$ cat config.mk
export PLATFORM = sky130hd
export DESIGN_NAME = inv_round_column_sequencer
export DESIGN_NICKNAME = d
export VERILOG_FILES = /design/src/rtl/inv_round_column_sequencer.sv
export SDC_FILE = /design/constraint.sdc
export NUM_CORES = 1
export LEC_CHECK = 0
export CAP_MARGIN = 25
export CORE_ASPECT_RATIO = 0.5
export CORE_MARGIN = 1.5
export CORE_UTILIZATION = 42
export DETAILED_ROUTE_END_ITERATION = 10
export HOLD_SLACK_MARGIN = 0.08
export PLACE_DENSITY = 0.77
export SLEW_MARGIN = 10
export SYNTH_ARGS = -nofsm -noshare
export SYNTH_HDL_FRONTEND = slang
export SYNTH_SLANG_ARGS = --single-unit
$ cat constraint.sdc
create_clock -name clk -period 2.4 [get_ports clk]
set_clock_uncertainty 0.15 [all_clocks]
set_input_delay 0.6 -clock clk [delete_from_list [all_inputs] [get_ports clk]]
set_output_delay 0.6 -clock clk [all_outputs]
set_load 0.01 [all_outputs]
$ cat src/rtl/inv_round_column_sequencer.sv
// inv_round_column_sequencer: AddRoundKey then column-serial InvMixColumns via external helper.
module inv_round_column_sequencer #(
   parameter int MIX_PIPE = 0
) (
   input  logic         clk,
   input  logic         rst,
   input  logic         in_valid,
   output logic         in_ready,
   input  logic [127:0] state_in,
   input  logic [127:0] rkey_in,
   input  logic         skip_mix,
   output logic [31:0]  col_to_mix,
   input  logic [31:0]  col_from_mix,
   output logic         out_valid,
   input  logic         out_ready,
   output logic [127:0] state_out,
   output logic         busy
);
   localparam int DW = (MIX_PIPE > 1) ? 2 : 1;
   typedef enum logic [1:0] {IDLE, MIX, DONE} state_t;
   state_t state_q, state_d;
   logic [3:0][31:0] buf_q, buf_d;
   logic [127:0] out_q, out_d;
   logic [1:0] i_q, i_d, j_q, j_d;
   logic iss_q, iss_d, vld_q, vld_d, cap;
   logic [DW-1:0] dly_q, dly_d;
   // Column c lives at buf_q[3-c], which is buf_q[~c] for a 2-bit index.
   assign cap = (state_q == MIX) && (dly_q == DW'(MIX_PIPE));
   always_comb begin
      state_d = state_q;
      buf_d = buf_q;
      i_d = i_q;
      j_d = j_q;
      iss_d = iss_q;
      dly_d = dly_q;
      case (state_q)
         IDLE: if (in_valid) begin
            buf_d = state_in ^ rkey_in;
            state_d = skip_mix ? DONE : MIX;
            i_d = '0;
            j_d = '0;
            iss_d = 1'b0;
            dly_d = '0;
         end
         MIX: begin
            if (!iss_q) begin
               i_d = i_q + 2'd1;
               iss_d = i_q == 2'd3;
            end
            if (!cap) dly_d = dly_q + 1'b1;
            else begin
               buf_d[~j_q] = col_from_mix;
               j_d = j_q + 2'd1;
               if (j_q == 2'd3) state_d = DONE;
            end
         end
         DONE: if (out_ready) state_d = IDLE;
         default: state_d = IDLE;
      endcase
      vld_d = state_d == DONE;
      out_d = (state_d == DONE && state_q != DONE) ? buf_d : out_q;
   end
   always_ff @(posedge clk) begin
      if (rst) begin
         state_q <= IDLE;
         buf_q <= '0;
         out_q <= '0;
         i_q <= '0;
         j_q <= '0;
         iss_q <= 1'b0;
         dly_q <= '0;
         vld_q <= 1'b0;
      end else begin
         state_q <= state_d;
         buf_q <= buf_d;
         out_q <= out_d;
         i_q <= i_d;
         j_q <= j_d;
         iss_q <= iss_d;
         dly_q <= dly_d;
         vld_q <= vld_d;
      end
   end
   assign in_ready = state_q == IDLE;
   assign busy = state_q != IDLE;
   assign col_to_mix = (state_q == MIX && !iss_q) ? buf_q[~i_q] : '0;
   assign out_valid = vld_q;
   assign state_out = out_q;
endmodule

==> flow_summary.yaml, run 1 <==
outcome:
  status: "finished, violations left"
  violations: "setup timing"
global_routing:
  grt_start_max_net_pins: 99
  met3_usage_pct: 4.21
  track_usage_pct: 28.0
  antenna_found_initial: 1
  busiest_layer: "met2"
  grtUsageMet2_pct: 47.5
  grt_pass1_vias: 13100
  grt_first_pass_wirelength_um: 75600
  overflow: 0
  grtUsageMet1_pct: 36.1
power_and_ir_drop:
  p_per_area_mw_per_mm2: 617
  p_sw_share_pct: 28.6
  p_clk_share_pct: 33.4
  p_int_mw: 8.94
  power.total_mw: 12.5
  leakage_nw: 7.50
  p_sw_mw: 3.58
  power_frac_seq_pct: 40.4
  vdd_drop_max_uv: 549
  power_frac_comb_pct: 26.2
logic_synthesis:
  syn_nets: 1772
  synth-seq-cells: 265
  synth_top_area_cell: "dfxtp_1"
  syn_area_per_cell_sq_um: 9.41
  synthXorXnorAreaFrac_pct: 8.08
  yosysTopAreaCellShare_pct: 38.2
  synth.area.top_cells: "dfxtp_1 38%, xor2_1 8.0%, mux2i_1 6.9%, nor2_1 6.2%, a221oi_1 5.9%"
  synthSimpleGateAreaFrac_pct: 13.7
  async_flop_share_pct: 0
  synthFlopType: "dfxtp_1"
  yosysSeqAreaShare_pct: 38.2
  synth_top_family_by_area: "compound AO/OA/AOI/OAI gates"
  synth.cell_area_sq_mm: 0.0139
  synth_edf_count: 0
  synth_fa_ha_area_share_pct: 0.451
  yosysWarnings: 0
  ys_types: 36
  synth_mux_area_share_pct: 12.1
  syn_inst: 1474
  synth_compound_area_share_pct: 22.8
worst_setup_path:
  worst_ep_required_time_ps: 1650
  cp_max_fo: 8
  endpoint_kind: "output pin"
  startpoint_type: "flip-flop"
  crit_type: "reg2out"
  crit_arrival_ps: 1980
  r2r_cells: 6
floorplanning:
  initial_core_util_pct: 43.2
  row_count: 46
  die_x_um: 260
  die-area_sq_mm: 0.0342
  die_height_um: 132
  core-area_sq_mm: 0.0321
  boundaryPins: 456
clock_tree:
  clk_latency_ps: 530
  cts_inserted_buffers: 24
  clk_pin_slew_worst_paths_ps: 70
  htreeDepth: 1
  cts_sinks: 265
  clock_path_buffers: 3
  cts_tree: "built"
  clockRootBuffer: "clkbuf_16"
placement:
  port_buffers: 455
  place.gp.congestion: 0.904
  dp_hpwl_um: 35000
  dp_cells: 2293
  dpl_worst_slack_ps: -140
timing:
  setup_violations: 32
  tns_ps: -8590
  worstMarginPinSlew_ps: 556
  relSlewSlack_pct: 62.9
  whs_ps: 279
  drv_slew: 0
  fin_ws_ps: -333
  min_period_ps: 2730
  period_share_pct: 114
  rsz0062_at_grt: "true"
  maxClockFrequency_mhz: 366
  hold_violations: 0
detailed_routing:
  drtIter0Drc: 1059
  postRouteAntennaNets: 0
  drc: 0
  wl_um: 49000
  vias: 13100
  wl_per_cell_um: 20.8
  drtPass1Iterations: 6
  viasPerCell: 5.60
finish:
  drive_above_1_share_pct: 13.0
  syn2layout_area_growth_pct: 46.3
  fin_nets: 2199
  fin_cells: 2349
job:
  drv_cap: 0
hold_path:
  holdPathStages: 2
  hold_class: "in2reg"
layout by cell type (no fill, tap or decap), drive strengths merged:
| master | instances |
|---|---|
| nor2 | 232 |
| nand2 | 36 |
| inv | 6 |
| o311a | 2 |
| clkbuf | 33 |
| dfxtp | 265 |
| diode | 1 |
| xnor2 | 1 |
| nor3b | 3 |
| ha | 5 |
| nand2b | 3 |
| clkinv | 4 |
| a21oi | 35 |
| buf | 114 |
| a22o | 1 |
| and2 | 126 |
| clkdlybuf4s50 | 420 |
| nor2b | 2 |
| o21a | 95 |
| a211oi | 127 |
| a31oi | 2 |
| and3b | 2 |
| a22oi | 34 |
| mux2i | 96 |
| a221oi | 94 |
| a311oi | 1 |
| nor3 | 3 |
| bufinv | 4 |
| o221a | 1 |
| dlygate4sd2 | 2 |
| o22a | 1 |
| xor2 | 127 |
| mux4 | 32 |
| o21ai | 7 |
cell usage after synthesis, drive strengths merged (2+ instances only):
| cell | n |
|---|---|
| nor2 | 232 |
| nand2b | 3 |
| buf | 65 |
| nor2b | 2 |
| o21ai | 7 |
| nor3b | 3 |
| xor2 | 127 |
| mux4 | 32 |
| ha | 5 |
| mux2i | 96 |
| a22oi | 34 |
| a21oi | 35 |
| and2 | 126 |
| a31oi | 2 |
| clkbuf | 70 |
| a211oi | 127 |
| nor3 | 3 |
| o311a | 2 |
| o21a | 95 |
| dfxtp | 265 |
| inv | 6 |
| and3b | 2 |
| a221oi | 94 |
| nand2 | 36 |
registers in the layout, summed over array words and instances, names as in the netlist:
name and count:
iss_q 1, j_q 2, state_out 128, dly_q 1, state_q 2, out_valid 1
buf_q 128, i_q 2
metal layers:
metal  wire length (um)  part of all wire [%]
met4               1850                   3.8
met3               2990                   6.1
met5                  0                     0
met1              20400                    42
met2              23700                    48
worst paths after layout:
check	start	slack, ps	end
max	i_q[0]	-330	col_to_mix[2]
min	rst	280	buf_q[74]
max reg2reg	state_q[1]	160	state_out[127]
min reg2reg	buf_q[4]	300	buf_q[4]
cells by family (layout without fill, tap and decap cells):
kind of cell,count (synthesis),count (layout)
mux,128,128
xor+xnor,128,128
other cells,0,1
simple gates,407,407
flops,265,265
fa+ha+maj,5,5
compound gates,400,400
buf+inv,141,583
critical path: stages, from the launching register on:
cell and delay [ps]:
dfxtp_4 410, buf_12 160, buf_4 120, mux4_2 470
and2_4 150, buf_4 140
stage by stage:
step | cell area [sq um] | utilization [%]
2_1_floorplan | 13900 | -
3_3_place_gp | 19300 | 60.0
3_5_place_dp | 19300 | 60.0
4_1_cts | 20400 | 63.4
5_1_grt | 20300 | 63.2
6_report | 20300 | 63.2
power by group through the flow:
stage	clock [mW]	combinational [mW]	sequential [mW]
global placement	0	3.15	5.13
CTS	4.23	3.29	5.05
floorplan	0	1.58	5.15
detailed placement	0	3.20	5.14
global route	4.41	3.50	5.10
finish	4.19	3.28	5.06
what timing repair did:
item,CTS,global route
endpoints found under the hold margin,0,0
cloned,3,0
setup endpoints to repair,34,143
setup buffers,15,0
pin swaps,32,1
hold buffers,0,0
gates resized for setup,194,7
layout make-up:
cell class / instances / area [sq um]
diodes: 1 / 2.50
clock buffers: 33 / 696
clock inverters: 8 / 140
fillers: 2695 / 11800
inverters: 6 / 22.5
multi-input cells: 1068 / 8050
flip-flops and latches: 265 / 5310
well taps: 432 / 541
repair buffers: 536 / 5530
Note: power is estimated with default switching activity, not from simulation.
==> run 2, diff against run 1 <==
CORE_ASPECT_RATIO = 1.75   (was 0.5)
CORE_MARGIN = default   (was 1.5)
==> flow_summary.yaml, run 2 (synthesized netlist as in run 1, its figures left out) <==
placement:
  port_buffers: 455
  place.gp.congestion: 0.854
  dpl-instance-area_sq_mm: 0.0194
  dp_hpwl_um: 34500
  dpl_worst_slack_ps: -127
power_and_ir_drop:
  p_sw_share_pct: 29.3
  p_per_area_mw_per_mm2: 604
  p_int_mw: 8.66
  vdd_drop_max_uv: 480
  p_clk_share_pct: 32.1
  power_frac_comb_pct: 26.6
  leakage_nw: 7.49
  p_sw_mw: 3.60
  power_frac_seq_pct: 41.3
outcome:
  status: "finished, violations left"
  violations: "setup timing"
clock_tree:
  clk_pin_slew_worst_paths_ps: 70
  clock_path_buffers: 3
  clockRootBuffer: "clkbuf_16"
  htreeDepth: 1
  cts_sinks: 265
  clk_latency_ps: 530
  cts_inserted_buffers: 25
  cts_tree: "built"
floorplanning:
  die_x_um: 139
  initial_core_util_pct: 42.9
  row_count: 87
  die_height_um: 242
  boundaryPins: 456
  die-area_sq_mm: 0.0338
  core-area_sq_mm: 0.0323
global_routing:
  grt_pass1_vias: 13400
  grt_start_max_net_pins: 78
  overflow: 0
  grt_first_pass_wirelength_um: 75800
  antenna_found_initial: 3
  track_usage_pct: 28.5
worst_setup_path:
  crit_type: "reg2out"
  cp_cell_sequence: "buf_12, buf_6, mux4_2, and2_4, buf_6"
  cp_num_buf_inv: 3
  worst_ep_required_time_ps: 1650
  critPathMaxStageDelay_ps: 480
  crit_top_cell: "buf_6"
  timing.critical_path.max_delay_family: "multiplexers"
  startpoint_type: "flip-flop"
  endpoint_kind: "output pin"
  crit_arrival_ps: 1980
  cp_max_fo: 8
  cp_slowest_cell: "mux4_2"
timing:
  maxClockFrequency_mhz: 366
  period_share_pct: 114
  worstMarginPinSlew_ps: 483
  tns_ps: -8020
  drv_slew: 0
  fin_ws_ps: -332
  setup_violations: 32
  hold_violations: 0
  min_period_ps: 2730
  rsz0062_at_grt: "true"
  relSlewSlack_pct: 67.8
finish:
  design_area_sq_mm: 0.0203
  syn2layout_area_growth_pct: 46.2
  fin_nets: 2193
  drive_above_1_share_pct: 13.1
  most-common-layout-cells: "420 x clkdlybuf4s50_1, 262 x dfxtp_1, 230 x nor2_1"
  fillers: 2652
  layout_commonest_cell: "clkdlybuf4s50_1"
detailed_routing:
  drc: 0
  wl_um: 48400
  viasPerCell: 5.64
  wl_per_cell_um: 20.9
  drtIter0Drc: 672
  postRouteAntennaNets: 0
  vias: 13100
  drtPass1Iterations: 5
job:
  drv_cap: 0
hold_path:
  hold_class: "reg2reg"
run 2: cell count changes in the layout (fill, tap and decap cells not counted), moves of 3 or more:
cell,before,now
buf_12,27,35
buf_4,44,31
bufinv_16,4,0
clkbuf_8,4,7
clkinv_2,4,10
run 2: power groups by stage:
stage | sequential [mW] | combinational, mW | clock, mW
6_report | 5.06 | 3.26 | 3.94
3_3_place_gp | 5.13 | 3.17 | 0
2_1_floorplan | 5.15 | 1.58 | 0
4_1_cts | 5.05 | 3.29 | 4.01
5_1_grt | 5.11 | 3.50 | 4.18
3_5_place_dp | 5.15 | 3.22 | 0
run 2: routing by layer:
| layer | up-vias | GRT usage (%) | wire length [um] |
|---|---|---|---|
| met5 | - | 0 | 0 |
| met4 | 0 | 14.3 | 2250 |
| met3 | 124 | 4.80 | 2970 |
| met2 | 539 | 51.0 | 24800 |
| met1 | 6244 | 32.2 | 18400 |
| li1 | 6162 | - | - |
run 2: cell type report:
type	instances	area, sq um	area share, %
diodes	3	7.51	0.0370
clock buffers	34	741	3.65
clock inverters	11	58.8	0.290
inverters	6	22.5	0.111
multi-input cells	1068	8060	39.7
flip-flops and latches	265	5320	26.2
well taps	400	500	2.47
repair buffers	529	5580	27.5
run 2: worst register-to-register path: stages, from the launching register on:
cell and delay [ps]:
dfxtp_4 390, buf_6 410, buf_4 520, and2_1 200
a221oi_1 50, o21a_1 130, a211oi_1 270
run 2: what timing repair did:
| item | in CTS | in global routing |
|---|---|---|
| setup buffers | 9 | 1 |
| gates resized for setup | 192 | 10 |
| hold buffers | 0 | 0 |
| endpoints found under the hold margin | 0 | 0 |
| gates cloned | 2 | 0 |
| endpoints found under the setup margin | 34 | 77 |
| pin swaps | 29 | 1 |
run 2: worst paths after layout:
path / startpoint / cells after the start / to / slack, ps
worst max register to register: state_q[1] / 6 / state_out[90] / 190
worst min register to register: buf_q[21] / 2 / buf_q[21] / 310
worst max-delay path: i_q[0] / 5 / col_to_mix[31] / -330
worst min-delay path: buf_q[21] / 2 / buf_q[21] / 310
run 2: through the flow:
step           cells  hold slack (ps)  total power [mW]  util, %
2_1_floorplan   1474              283              6.73        -
3_3_place_gp    2262              289              8.30     59.9
3_5_place_dp    2262              295              8.37     59.9
4_1_cts         2318              303              12.4     63.0
5_1_grt         2314              326              12.8     62.7
6_report        2316              305              12.3     62.8
==> run 3, diff against run 2 <==
clock period = 2.3 ns   (was 2.4 ns; I/O delays follow)
==> flow_summary.yaml, run 3 (synthesized netlist as in run 1, its figures left out) <==
finish:
  multi_input_area_sq_mm: 0.00807
  drive_above_1_share_pct: 14.0
  design_area_sq_mm: 0.0206
  fin_nets: 2205
  most-common-layout-cells: "420 x clkdlybuf4s50_1, 262 x dfxtp_1, 230 x nor2_1"
  fillers: 2620
  syn2layout_area_growth_pct: 48.4
  layout_commonest_cell: "clkdlybuf4s50_1"
  seq_area_sq_mm: 0.00532
floorplanning:
  die_x_um: 139
  core-area_sq_mm: 0.0323
  row_count: 87
  die_height_um: 242
  initial_core_util_pct: 42.9
  boundaryPins: 456
  die-area_sq_mm: 0.0338
global_routing:
  grt_start_max_net_pins: 107
  track_usage_pct: 28.6
  grt_pass1_vias: 13600
  grt_first_pass_wirelength_um: 75800
  antenna_found_initial: 1
  overflow: 0
power_and_ir_drop:
  vdd_drop_max_uv: 535
  power.total_mw: 13.4
  leakage_nw: 7.63
  p_per_area_mw_per_mm2: 651
detailed_routing:
  drc: 0
  wl_um: 48900
  viasPerCell: 5.69
  wl_per_cell_um: 21.0
  drtPass1Iterations: 4
  vias: 13300
  drtIter0Drc: 705
  postRouteAntennaNets: 0
placement:
  port_buffers: 455
  dp_hpwl_um: 35300
  dpl-instance-area_sq_mm: 0.0194
  dpl_worst_slack_ps: -293
  place.gp.congestion: 0.871
worst_setup_path:
  r2r_cells: 8
  cp_max_fo: 6
  worst_ep_required_time_ps: 1570
  reg2reg_slack_ps: 120
  rr_endpoint: "state_out[110]"
  r2r_start: "state_q[1]"
  startpoint_type: "flip-flop"
  endpoint_kind: "output pin"
  crit_arrival_ps: 1980
  crit_type: "reg2out"
timing:
  fin_ws_ps: -409
  period_share_pct: 118
  drv_slew: 0
  min_period_ps: 2710
  maxClockFrequency_mhz: 369
  hold_violations: 0
  relSlewSlack_pct: 66.6
  whs_ps: 303
  rsz0062_at_grt: "true"
  tns_ps: -10640
  setup_violations: 32
  worstMarginPinSlew_ps: 502
clock_tree:
  clk_pin_slew_worst_paths_ps: 60
  clock_path_buffers: 3
  cts_sinks: 265
  clockRootBuffer: "clkbuf_16"
  clk_latency_ps: 550
  cts_tree: "built"
  cts_inserted_buffers: 26
  htreeDepth: 1
hold_path:
  hold_path_end: "buf_q[21]"
  holdPathStages: 2
  hold_class: "reg2reg"
  hold_path_startpoint: "buf_q[21]"
outcome:
  status: "finished, violations left"
  violations: "setup timing"
job:
  drv_cap: 0
## run 3: how the worst max path moves through the flow
stage              from              to  slack, ps
3_5_place_dp   in_valid   state_out[52]       -290
4_1_cts          i_q[0]   col_to_mix[0]       -440
2_1_floorplan    i_q[0]  col_to_mix[10]        -30
5_1_grt          i_q[0]  col_to_mix[29]       -470
6_report         i_q[0]   col_to_mix[0]       -410
3_3_place_gp   in_valid   state_out[77]       -220
## run 3: final cells by class
type,instances,share of cell area [%]
Tap cell,400,2.43
Clock buffer,37,3.95
Timing Repair Buffer,540,27.9
Clock inverter,10,0.632
Inverter,6,0.109
Sequential cell,265,25.8
Multi-Input combinational cell,1068,39.2
Antenna cell,1,0.0121
## run 3: per-stage QoR
stage,utilization (%),cells
after floorplan,-,1474
after global placement,60.0,2268
after detailed placement,60.0,2268
after CTS,63.5,2325
after global routing,63.7,2326
final,63.7,2327
## run 3: metal layers
layer / track usage, % / vias up / part of all wire, %
li1: - / 6187 / -
met1: 31.7 / 6374 / 37
met2: 51.4 / 558 / 52
met3: 4.82 / 131 / 6.0
met4: 15.4 / 0 / 5.1
met5: 0 / - / 0
## run 3: critical path, stage by stage (launching register included)
cell and delay, ps:
dfxtp_4 410, buf_12 150, buf_8 110, mux4_2 490
and2_4 160, buf_6 110
## run 3: report_power, final
part           internal [mW]  switching, mW  leakage (nW)
Combinational           1.84           1.63          4.99
Clock                   2.79           1.88         0.467
Sequential              4.99          0.294          2.18
Total                   9.61           3.80          7.63
## run 3: timing repair
action,CTS,global route
buffers inserted,9,4
hold buffers,0,0
pin swaps,32,2
cloned,1,0
resized for setup,201,17
setup endpoints to repair,34,43
